==> src/rtl/c64_pkg.sv <==
// Shared definitions for C64 expansion-port bus masters.
package c64_pkg;

  typedef enum logic [2:0] {
    ST_IDLE    = 3'd0,
    ST_REQ     = 3'd1,
    ST_FETCH   = 3'd2,
    ST_WRITE   = 3'd3,
    ST_STALL   = 3'd4,
    ST_RELEASE = 3'd5
  } state_t;

  localparam logic RW_READ  = 1'b1;
  localparam logic RW_WRITE = 1'b0;

  localparam logic [15:0] BASIC_START = 16'h0801;

endpackage

==> src/rtl/c64_phi2_edge.sv <==
// phi2 falling-edge detector and BA synchroniser for expansion-port masters.
`default_nettype none
module c64_phi2_edge #(
  parameter int SYNC = 2
) (
  input  logic clk,
  input  logic rst_n,
  input  logic phi2,
  input  logic ba,
  output logic phi2_fall,
  output logic ba_s
);

  logic            phi2_q;
  logic [SYNC-1:0] ba_sync;

  always_ff @(posedge clk or negedge rst_n) begin
    if (!rst_n) begin
      phi2_q  <= 1'b0;
      ba_sync <= '0;
    end else begin
      phi2_q  <= phi2;
      ba_sync <= (ba_sync << 1) | SYNC'(ba);
    end
  end

  assign phi2_fall = !phi2 && phi2_q;
  assign ba_s      = ba_sync[SYNC-1];

endmodule
`default_nettype wire

==> src/rtl/c64_dma_loader.sv <==
// Expansion-port DMA master: streams an image from local ROM into C64 RAM,
// one write per phi2 cycle while BA allows it.
`default_nettype none
module c64_dma_loader
  import c64_pkg::*;
#(
  parameter int IMG_AW        = 13,
  parameter int PAUSE_BA_SYNC = 2
) (
  input  logic              clk,
  input  logic              rst_n,
  input  logic              start,
  input  logic [15:0]       load_base,
  input  logic [IMG_AW:0]   load_len,
  input  logic              abort,
  output logic              busy,
  output logic              done,
  input  logic              phi2,
  input  logic              BA,
  output logic              DMA,
  output logic              RW,
  output logic [15:0]       Ai,
  output logic [7:0]        Do,
  output logic [IMG_AW-1:0] img_addr,
  input  logic [7:0]        img_data
);

  logic phi2_fall;
  logic ba_s;

  c64_phi2_edge #(
    .SYNC(PAUSE_BA_SYNC)
  ) u_edge (
    .clk      (clk),
    .rst_n    (rst_n),
    .phi2     (phi2),
    .ba       (BA),
    .phi2_fall(phi2_fall),
    .ba_s     (ba_s)
  );

  state_t          state;
  logic [15:0]     addr;
  logic [IMG_AW:0] cnt;
  logic            fetch_wait;
  logic            abort_seen;

  always_ff @(posedge clk or negedge rst_n) begin
    if (!rst_n) begin
      state      <= ST_IDLE;
      addr       <= '0;
      cnt        <= '0;
      fetch_wait <= 1'b0;
      abort_seen <= 1'b0;
      busy       <= 1'b0;
      done       <= 1'b0;
      DMA        <= 1'b0;
      RW         <= RW_READ;
      Ai         <= '0;
      Do         <= '0;
      img_addr   <= '0;
    end else begin
      done <= 1'b0;
      case (state)
        ST_IDLE: begin
          if (start) begin
            if (load_len == '0) begin
              done <= 1'b1;
            end else begin
              addr     <= load_base;
              cnt      <= load_len;
              img_addr <= '0;
              busy     <= 1'b1;
              DMA      <= 1'b1;
              state    <= ST_REQ;
            end
          end
        end

        ST_REQ, ST_STALL: begin
          if (abort) begin
            state <= ST_RELEASE;
          end else if (phi2_fall && ba_s) begin
            fetch_wait <= 1'b1;
            abort_seen <= 1'b0;
            state      <= ST_FETCH;
          end
        end

        // First cycle lets the registered image ROM settle on img_addr.
        ST_FETCH: begin
          if (abort) abort_seen <= 1'b1;
          if (fetch_wait) begin
            fetch_wait <= 1'b0;
          end else begin
            Do    <= img_data;
            Ai    <= addr;
            RW    <= RW_WRITE;
            state <= ST_WRITE;
          end
        end

        ST_WRITE: begin
          if (phi2_fall) begin
            RW       <= RW_READ;
            addr     <= addr + 16'd1;
            img_addr <= img_addr + 1'b1;
            cnt      <= cnt - 1'b1;
            if (cnt == (IMG_AW+1)'(1) || abort_seen || abort) begin
              state <= ST_RELEASE;
            end else if (ba_s) begin
              fetch_wait <= 1'b1;
              abort_seen <= 1'b0;
              state      <= ST_FETCH;
            end else begin
              state <= ST_STALL;
            end
          end else if (abort) begin
            abort_seen <= 1'b1;
          end
        end

        ST_RELEASE: begin
          DMA   <= 1'b0;
          RW    <= RW_READ;
          busy  <= 1'b0;
          done  <= 1'b1;
          state <= ST_IDLE;
        end

        default: state <= ST_IDLE;
      endcase
    end
  end

endmodule
`default_nettype wire
==> config.mk <==
export PLATFORM = sky130hd
export DESIGN_NAME = c64_dma_loader
export DESIGN_NICKNAME = d
export VERILOG_FILES = /design/src/rtl/c64_pkg.sv /design/src/rtl/c64_phi2_edge.sv /design/src/rtl/c64_dma_loader.sv
export SDC_FILE = /design/constraint.sdc
export NUM_CORES = 1
export LEC_CHECK = 0
export ABC_AREA = 1
export CAP_MARGIN = 15
export CELL_PAD_IN_SITES_DETAIL_PLACEMENT = 1
export CELL_PAD_IN_SITES_GLOBAL_PLACEMENT = 2
export CORE_ASPECT_RATIO = 0.75
export CORE_MARGIN = 8
export CORE_UTILIZATION = 33
export CTS_BUF_LIST = sky130_fd_sc_hd__clkbuf_8
export CTS_CLUSTER_DIAMETER = 60
export DETAILED_ROUTE_END_ITERATION = 10
export PLACE_DENSITY = 0.92
export SYNTH_ARGS = -nofsm -noshare
export SYNTH_HDL_FRONTEND = slang
export SYNTH_HIERARCHICAL = 1
export SYNTH_SLANG_ARGS = --single-unit
==> constraint.sdc <==
create_clock -name clk -period 2.2 [get_ports clk]
set_input_delay 0.22 -clock clk [delete_from_list [all_inputs] [get_ports clk]]
set_output_delay 0.22 -clock clk [all_outputs]
set_load 0.01 [all_outputs]
* Word-level counts from Yosys, hierarchy flattened
Cells that the tools add are included.
Operators by class: add/sub/neg operators 3, equality and inequality tests 17, multiplexer cells 43, bitwise gates (word level) 2, reduce and logical (&&, ||, !) cells 19
Operators by type and width (number):
- $mux 16 | 3
- $mux 14 | 3
- $mux 13 | 3
- $pmux 16 s2 | 1
- $pmux 14 s2 | 1
- $pmux 13 s2 | 1
- $mux 3 | 8
- $mux 1 | 17
- $add 16x1->16 const B | 1
- $eq 14x1->1 const B | 1
- $logic_not 14->1 | 1
- $ne 2x2->1 const B | 7
- $sub 14x1->14 const B | 1
- $add 13x1->13 const B | 1
- $pmux 3 s4 | 1
- $reduce_and 5->1 | 2
- $pmux 1 s3 | 3
- $eq 3x2->1 const B | 2
- $eq 3x3->1 const B | 2
- $ne 3x3->1 const B | 2
- $reduce_and 3->1 | 2
- $reduce_and 6->1 | 1
- $reduce_bool 3->1 | 2
- $pmux 1 s2 | 2
- 13 further kinds | 16
Storage, ports and cells: register bits 78, output and inout port bits 41

* Depth between registers and ports, before layout
Gate-level depths: netlist of the first run.
depth after elaboration 6, mapped depth 10, mapped depth without buffers 10

* By module
The synthesis of the first run kept the hierarchy.
By module, submodules not included:
- c64_dma_loader | times used 1, cells each 620, area an instance 4444.3 sq um, seq. area each 1878.1 sq um
- c64_phi2_edge | times used 1, cells each 5, area an instance 85.1 sq um, seq. area each 75.1 sq um

* Least setup slack after synthesis of the first run
Ideal clock, no wire load.
kind register to register, start point register img_addr[0], end point register img_addr[8], setup time 0.065 ns, arrival 1.349 ns, required time 2.135 ns, setup slack 0.785 ns, cell stages (with the launch flop) 9, path buffers 0, clock period less this slack 1.415 ns, cells stage by stage dfrtp_1 -> ha_1 -> inv_1 -> nor2_1 -> nand2_1 -> xor2_1 -> nor2_1 -> nand2_1 -> nand2_1
Between the ends: word-level cells in the longest chain between the ends 3
Ends and longest elaborated chain:
- start, declared | RTL line c64_dma_loader.sv:24 | output logic [IMG_AW-1:0] img_addr,
- start signal, assigned | RTL line c64_dma_loader.sv:107 | img_addr <= img_addr + 1'b1;
- $add 13x1->13 | RTL line c64_dma_loader.sv:107
- $mux 13 | RTL line c64_dma_loader.sv:104 | if (phi2_fall) begin
- $pmux 13 s2 | RTL line c64_dma_loader.sv:64 | case (state)
Every way passes these cells. The select of a mux whose other input is x is not followed. A chain may end at the register's enable or synchronous reset.

* Worst setup path in the final report of the first run
start point register state[2], end point register cnt[13]
Between the ends: word-level cells in the longest chain between the ends 3, elaborated cells on any way between the ends 8, those cells by class 4 x eq/ne; 1 x mux; 3 x reduce/logical
Ends and longest elaborated chain:
- start, declared | RTL line c64_dma_loader.sv:42 | state_t state;
- start signal, assigned | RTL line c64_dma_loader.sv:50 | state <= ST_IDLE;
- start signal, assigned | RTL line c64_dma_loader.sv:75 | state <= ST_REQ;
- start signal, assigned | RTL line c64_dma_loader.sv:82 | state <= ST_RELEASE;
- $eq 3x2->1 or $logic_not 3->1 (tied branches) | RTL line c64_dma_loader.sv:64
- $ne 2x2->1 (no line) or $reduce_bool 2->1 (tied branches)
- $reduce_and 4->1 (no line)
- end signal, assigned | RTL line c64_dma_loader.sv:71 | cnt <= load_len;
- end signal, assigned | RTL line c64_dma_loader.sv:108 | cnt <= cnt - 1'b1;
- end, declared | RTL line c64_dma_loader.sv:44 | logic [IMG_AW:0] cnt;
Several ways; a longest one is shown, not always the timed one.

==> results of run 1 <==
==> timing repair <==
action,CTS,global route
hold endpoints to repair,38,0
resized for setup,0,0
setup buffers,0,0
hold buffers,1,0
endpoints found under the setup margin,0,0
==> synth_stat cells (4+ instances only) <==
cell type and n:
o211ai_1 4, nand2_1 207, dfrtp_1 77, or2_2 10, nand3_1 83, buf_2 15
nand3b_1 4, ha_1 4, nor2_1 64, xnor2_1 4, nand4_1 18, o21ai_0 31
buf_6 5, xor2_1 6, o21ai_1 13, inv_1 47
==> cells in the final DEF (no fill, tap or decap), drive strengths merged <==
cell	count
clkinvlp	1
dfrtp	77
inv	53
o21ai	44
o211ai	4
clkdlybuf4s50	83
clkbuf	9
or2	11
nand3b	4
nor3	3
xor2	6
dfstp	1
xnor2	4
buf	10
nand3	83
ha	4
dlygate4sd3	1
nand2	213
a31oi	2
o21bai	2
o31ai	1
a21o	1
a21oi	4
nand4	18
and2	1
clkinv	4
a22o	1
nor2	68
==> sequential cells by signal, indices dropped and copies added, names as in the netlist, 2 cells and up <==
register / cells
u_edge/ba_sync: 2
cnt: 14
img_addr: 13
state: 3
addr: 16
Do: 8
Ai: 16
==> power breakdown <==
group / internal (mW) / total, mW / leakage [nW] / switching [mW]
Clock: 0.425 / 1.02 / 0.0917 / 0.599
Sequential: 2.00 / 2.58 / 0.987 / 0.582
Combinational: 1.32 / 3.17 / 1.58 / 1.86
Total: 3.74 / 6.78 / 2.65 / 3.04
==> layout make-up <==
type                       count  share of cell area (%)
clock inverter                 7                    1.03
timing repair buffer          94                    16.4
inverter                      51                    3.39
tap                          175                    3.82
multi-input combinational    474                    39.1
clock buffer                   9                    2.16
sequential                    78                    34.1
==> cells by family (layout without fill, tap and decap cells) <==
| kind of cell | Yosys count | in the layout | share of synthesized area, % |
|---|---|---|---|
| XOR/XNOR | 10 | 10 | 1.93 |
| adder cells (fa/ha/maj) | 4 | 4 | 1.11 |
| buffers and inverters | 73 | 161 | 7.51 |
| flip-flops | 78 | 78 | 43.1 |
| AND/OR/NAND/NOR | 401 | 401 | 39.1 |
| AO/OA/AOI/OAI | 59 | 59 | 7.18 |
==> path summary, 6_finish.rpt <==
check / end / start
min: u_edge/ba_sync[0]$_DFF_PN0_ / BA
max: cnt[13]$_DFFE_PN0P_ / state[2]$_DFFE_PN0P_
max in group asynchronous: RW$_DFFE_PN1P_ / rst_n
max reg2reg: cnt[13]$_DFFE_PN0P_ / state[2]$_DFFE_PN0P_
min reg2reg: u_edge/ba_sync[1]$_DFF_PN0_ / u_edge/ba_sync[0]$_DFF_PN0_
min in group asynchronous: Ai[2]$_DFFE_PN0P_ / rst_n
==> per-layer routing <==
| metal | vias to the layer above | GRT usage (%) |
|---|---|---|
| met2 | 68 | 27.8 |
| met3 | 8 | 3.34 |
| met1 | 2192 | 21.7 |
| met5 | - | 0 |
| li1 | 2187 | - |
| met4 | 0 | 3.45 |
==> metrics by stage <==
stage	hold WS (ps)	worst slack, ps	instances	utilization, %	instance area [sq um]
floorplan	-75.6	785	625	-	4530
global placement	232	261	871	40.8	5530
detailed placement	235	169	871	40.8	5530
CTS	283	367	888	42.2	5730
global route	293	207	888	42.2	5730
finish	293	378	888	42.2	5730
==> out/results.ini, run 1 <==
[yosys]
synth-edff-count=0
ys.flop_type=dfrtp_1
synth_area_leaders=dfrtp_1, nand2_1, nand3_1, nor2_1, inv_1
synth_top_area_share_pct=42.5
syn_inst=625
ys_ff_latch=78
ys_async_sr_fraction_pct=100
avgSynthCellArea_sq_um=7.25
synth_top_area_cell=dfrtp_1
synth_area_sq_um=4530
yosysSeqAreaShare_pct=43.1
synth_warnings=6
ys_types=36
syn-num-nets=673

[critical_path]
critPathMaxStageDelay_ps=480
cp_data_required_time_ps=2450
arrival_ps=2070
crit_family=simple AND/OR/NAND/NOR gates
path_buf_inv=2
critical_path.max_fanout=18
crit_type=flop to flop
crit_path_frequent_cell=nand2_4
path_depth=9
r2r_slack_ps=380
endpoint_kind=flop
crit_slowest_cell=dfrtp_1
startpoint_type=flop
worstRegToRegCells=9
cp_cell_sequence=inv_2 -> nand2_4 -> nor2_8 -> nand2_4 -> nand2_4 -> buf_4 -> nand2_1 -> nand2_1 -> nand3_1

[floorplanning]
rows=37
die_h_um=117
die_x_um=151
dieArea_sq_um=17800
io-pin-count=85
initial_utilization_pct=33.4
core-area_sq_um=13600

[clocking]
clock_path_buffers=2
cts.clk_slew.worst_paths_ps=90
worstSkewPairLatency_ps=360
cts_root_buf=clkbuf_8
h-tree-depth=3
clock_sinks=78
cts_made_buffers=9
cts_tree=done

[global_route]
track_usage_pct=16.6
grt_pass1_wl_mm=24.2
grt-ovfl-total=0
antenna_found_initial=0
first_global_vias=4764
grt_max_degree=41

[finish]
syn_to_final_growth_pct=26.4
drive_above_1_share_pct=7.43
diodes=0
final-seq-area_sq_um=1950
final_nets=756
multi_input_area_sq_um=2240
num-fill-cells=1694

[drt]
drt_first_pass_iters=4
vias=4455
dr_wl_met3_um=704
routed.top_layer=met4
wl_met1_mm=6.74
post_drt_via_cell_ratio=5.02
drtAntennaViolNets=0
drc_errors=0
drtIter0Drc=240
wl_per_cell_um=16.2
totalWireLength_mm=14.4
wl_met2_mm=6.84

[power_and_ir_drop]
vdd_ir_drop_max_uv=498
powerDensity_nw_per_um2=1180
p_total_mw=6.78
leakage_nw=2.65

[hold_path]
min_path_type=input pin to flop
min_path_cells=1

[sta]
slew_headroom_pct=63.6
final.period_utilization_pct=82.8
max_clock_freq_mhz=549
worstMarginPinSlew_ps=545
clock_skew_ps=11.0
rsz0062_at_grt=false
setup_violations=0
min_period_ps=1820
slew_viol_final=0
tns_ps=0
finalHoldViolCount=0

[placed_design]
dpl.hpwl_mm=10.7
io_buffers=84
place.gp.congestion=0.836

[run]
max-cap-violations=0

[status]
outcome=finished clean

(Power assumes the default switching activity.)
==> run 2: changes to the inputs <==
--- a/config.mk
+++ b/config.mk
@@ -11,11 +11,11 @@
 export CELL_PAD_IN_SITES_GLOBAL_PLACEMENT = 2
 export CORE_ASPECT_RATIO = 0.75
 export CORE_MARGIN = 8
-export CORE_UTILIZATION = 33
+export CORE_UTILIZATION = 30
 export CTS_BUF_LIST = sky130_fd_sc_hd__clkbuf_8
 export CTS_CLUSTER_DIAMETER = 60
 export DETAILED_ROUTE_END_ITERATION = 10
-export PLACE_DENSITY = 0.92
+export PLACE_DENSITY = 0.85
 export SYNTH_ARGS = -nofsm -noshare
 export SYNTH_HDL_FRONTEND = slang
 export SYNTH_HIERARCHICAL = 1
==> constraint.sdc (replaced) <==
create_clock -name clk -period 1.7 [get_ports clk]
set_input_delay 0.17 -clock clk [delete_from_list [all_inputs] [get_ports clk]]
set_output_delay 0.17 -clock clk [all_outputs]
set_load 0.01 [all_outputs]
==> out/results.ini, run 2 (synthesis results as in run 1) <==
[clocking]
clock_path_buffers=2
cts_root_buf=clkbuf_8
h-tree-depth=3
cts_tree=done
cts.clk_slew.worst_paths_ps=90
worstSkewPairLatency_ps=390
clock_sinks=78
cts_made_buffers=9

[global_route]
antenna_found_initial=0
track_usage_pct=16.4
grt_pass1_wl_mm=25.1
grt-ovfl-total=0
grt_max_degree=37
first_global_vias=4842

[power_and_ir_drop]
clockPowerShare_pct=16.1
p_sw_mw=4.10
swShare_pct=43.6
seq_power_share_pct=35.3
leakage_nw=2.84
powerDensity_nw_per_um2=1540
combPwrFrac_pct=48.6
vdd_ir_drop_max_uv=440
p_int_mw=5.30

[sta]
slew_viol_final=0
max_clock_freq_mhz=607
slew_headroom_pct=65.0
min_period_ps=1650
worstMarginPinSlew_ps=525
finalHoldViolCount=0
tns_ps=0
setup_violations=0
final.period_utilization_pct=96.9
clock_skew_ps=14.2

[floorplanning]
initial_utilization_pct=30.2
dieArea_sq_um=19300
die_h_um=122
core-area_sq_um=15000
io-pin-count=85
die_x_um=158
rows=39

[critical_path]
endpoint_kind=output pin
crit_slowest_cell=dfstp_2
cp_cell_sequence=clkdlybuf4s50_1
crit_family=flip-flops
arrival_ps=1480
crit_type=flop to output pin
critPathMaxStageDelay_ps=550
path_buf_inv=1
startpoint_type=flop
cp_data_required_time_ps=1530
critical_path.max_fanout=2

[finish]
syn_to_final_growth_pct=35.1
num-fill-cells=1870
diodes=0
final_nets=786
design_area_sq_um=6120
utilization_pct=40.8
drive_above_1_share_pct=11.7
layout_commonest_cell=nand2_1
largest_registers=Ai (16), addr (16), cnt (14)
final_cell_mix=nand2_1, nand3_1, clkdlybuf4s50_1

[drt]
vias=4538
drtAntennaViolNets=0
totalWireLength_mm=15.2
drtIter0Drc=288
post_drt_via_cell_ratio=4.79
drc_errors=0
drt_first_pass_iters=4
wl_per_cell_um=16.0

[status]
outcome=finished clean

[placed_design]
place.gp.congestion=0.844
dpl.hpwl_mm=11.5
place_area_sq_um=5810
io_buffers=84

[run]
max-cap-violations=0

[hold_path]
min_path_type=input pin to flop

-- run 2: cell types whose count changed in the layout (fill, tap and decap cells not counted), moves of 2 or more --
cell,change
buf_4,+24
buf_12,+5
clkinv_4,-2
dfrtp_1,-2
dfrtp_2,+2
inv_6,+2
nand2_2,-2
nor2_1,-2
nor2_2,+2
-- run 2: stage by stage --
| stage | power, mW | hold WS, ps | worst slack (ps) | instances |
|---|---|---|---|---|
| detailed placement | 7.81 | 189 | -233 | 925 |
| global placement | 7.59 | 182 | -119 | 925 |
| floorplan | 5.83 | -126 | 285 | 625 |
| CTS | 9.34 | 217 | 15.7 | 942 |
| finish | 9.41 | 237 | 52.5 | 948 |
| global route | 10.2 | 217 | -4.30 | 948 |
-- run 2: final cells by class --
cell class	instances	area (sq um)	share of cell area [%]
Timing Repair Buffer	124	1250	20.4
Tap cell	205	256	4.19
Clock inverter	7	80.1	1.31
Multi-Input combinational cell	474	2260	36.9
Inverter	51	196	3.21
Clock buffer	9	124	2.02
Sequential cell	78	1960	32.0
-- run 2: worst paths after layout --
path	slack [ps]	depth (start not counted)	end	from
max reg2reg	80	8	addr[5]$_DFFE_PN0P_	state[0]$_DFFE_PN0P_
min in group asynchronous	300	2	addr[0]$_DFFE_PN0P_	rst_n
max	50	1	RW	RW$_DFFE_PN1P_
min reg2reg	370	0	u_edge/ba_sync[1]$_DFF_PN0_	u_edge/ba_sync[0]$_DFF_PN0_
min	240	1	u_edge/ba_sync[0]$_DFF_PN0_	BA
max in group asynchronous	760	3	state[2]$_DFFE_PN0P_	rst_n
-- run 2: layer usage --
metal	vias up	wire, um	track usage (%)	share of wire (%)
met5	-	0	0	0
met4	0	106	3.20	0.70
met3	12	767	4.54	5.1
met2	79	7210	28.1	48
met1	2201	7080	20.5	47
li1	2246	-	-	-
-- run 2: what timing repair did --
| item | in CTS | in global routing |
|---|---|---|
| setup endpoints to repair | 0 | 45 |
| gates resized for setup | 0 | 10 |
| buffers inserted | 0 | 5 |
| endpoints found under the hold margin | 32 | 0 |
| hold buffers | 1 | 0 |
-- run 2: power by group through the flow --
stage	Combinational [mW]	Clock [mW]	Sequential, mW
after floorplan	2.53	0	3.31
after global placement	4.28	0	3.31
after detailed placement	4.44	0	3.36
after CTS	4.46	1.55	3.33
after global routing	5.16	1.62	3.43
final	4.58	1.51	3.32
==> run 3: changes to the inputs <==
--- a/config.mk
+++ b/config.mk
@@ -20,3 +20,4 @@
 export SYNTH_HDL_FRONTEND = slang
 export SYNTH_HIERARCHICAL = 1
 export SYNTH_SLANG_ARGS = --single-unit
+export TNS_END_PERCENT = 20
==> out/results.ini, run 3 (synthesis results as in run 1) <==
[status]
outcome=finished clean

[finish]
layout_commonest_cell=nand2_1
syn_to_final_growth_pct=34.8
design_area_sq_um=6100
final_cell_mix=nand2_1, nand3_1, clkdlybuf4s50_1
largest_registers=Ai (16), addr (16), cnt (14)
drive_above_1_share_pct=11.7
final_nets=786
diodes=0
final_cells=948

[critical_path]
cp_data_required_time_ps=1530
endpoint_kind=output pin
r2r_start=state[0]$_DFFE_PN0P_
worstRegToRegCells=9
r2r_slack_ps=80
cp_cell_sequence=clkdlybuf4s50_1
critPathMaxStageDelay_ps=550
arrival_ps=1480
crit_type=flop to output pin
crit_family=flip-flops
path_buf_inv=1
crit_slowest_cell=dfstp_2
critical_path.max_fanout=2
startpoint_type=flop
r2r_end=cnt[13]$_DFFE_PN0P_

[sta]
final.period_utilization_pct=96.9
max_clock_freq_mhz=607
finalHoldViolCount=0
slew_viol_final=0
worstMarginPinSlew_ps=526
rsz0062_at_grt=true
setup_violations=0
slew_headroom_pct=64.9
clock_skew_ps=13.2
holdWs_ps=234
min_period_ps=1650

[global_route]
antenna_found_initial=0
grt_max_degree=37
grt_pass1_wl_mm=25.1
first_global_vias=4842
grt-ovfl-total=0
track_usage_pct=16.4

[drt]
wl_per_cell_um=16.0
drt_first_pass_iters=4
vias=4568
drtAntennaViolNets=0
totalWireLength_mm=15.2
drc_errors=0
post_drt_via_cell_ratio=4.82
drtIter0Drc=280

[power_and_ir_drop]
p_total_mw=9.39
leakage_nw=2.84
powerDensity_nw_per_um2=1540
vdd_ir_drop_max_uv=439

[clocking]
cts_root_buf=clkbuf_8
cts_tree=done
cts.clk_slew.worst_paths_ps=90
cts_made_buffers=9
clock_sinks=78
worstSkewPairLatency_ps=380
h-tree-depth=3
clock_path_buffers=2

[floorplanning]
io-pin-count=85
initial_utilization_pct=30.2
rows=39
core-area_sq_um=15000
die_h_um=122
dieArea_sq_um=19300
die_x_um=158

[hold_path]
hold_start=BA
min_to=u_edge/ba_sync[0]$_DFF_PN0_
min_path_cells=1
min_path_type=input pin to flop

[placed_design]
place_area_sq_um=5810
io_buffers=84
dp_cells=925
place.gp.congestion=0.844
dpl.hpwl_mm=11.5

[run]
max-cap-violations=0

-- run 3: cell counts in the layout (fill, tap and decap cells not counted) --
Identical to the previous run, type by type.
-- run 3: per-layer routing --
| metal | global-route usage, % | part of all wire, % | up-vias |
|---|---|---|---|
| met5 | 0 | 0 | - |
| met4 | 3.20 | 0.72 | 0 |
| met3 | 4.54 | 5.4 | 14 |
| met2 | 28.1 | 48 | 89 |
| met1 | 20.5 | 46 | 2217 |
| li1 | - | - | 2248 |
-- run 3: repair_timing --
item                                    4_1_cts  5_1_grt
endpoints found under the setup margin        0       45
hold buffers                                  1        0
buffers inserted                              0        5
hold endpoints to repair                     32        0
resized for setup                             0        8
-- run 3: final cells by class --
cell class                 instances  area, sq um
inverter                          51          196
fill                            1872         8880
tap                              205          256
sequential                        78         1960
clock inverter                     7         80.1
timing repair buffer             124         1250
multi-input combinational        474         2250
clock buffer                       9          124
-- run 3: stage by stage --
step | setup slack, ps | setup TNS (ps) | utilization, %
after global placement | -119 | -3660 | 38.8
final | 53.3 | 0 | 40.8
after global routing | -38.8 | -178 | 40.8
after detailed placement | -233 | -8180 | 38.8
after CTS | 15.7 | 0 | 40.2
after floorplan | 285 | 0 | -
-- run 3: worst max path at each step --
stage	slack [ps]	cells after the start	endpoint	from
floorplan	290	8	img_addr[8]$_DFFE_PN0P_	img_addr[0]$_DFFE_PN0P_
global placement	-120	11	addr[7]$_DFFE_PN0P_	load_len[8]
detailed placement	-230	11	img_addr[9]$_DFFE_PN0P_	load_len[8]
CTS	20	1	RW	RW$_DFFE_PN1P_
global route	-40	8	cnt[2]$_DFFE_PN0P_	state[0]$_DFFE_PN0P_
finish	50	1	RW	RW$_DFFE_PN1P_
-- run 3: power breakdown --
group / internal, mW / switching, mW
Sequential: 2.59 / 0.730
Combinational: 2.01 / 2.55
Clock: 0.696 / 0.815
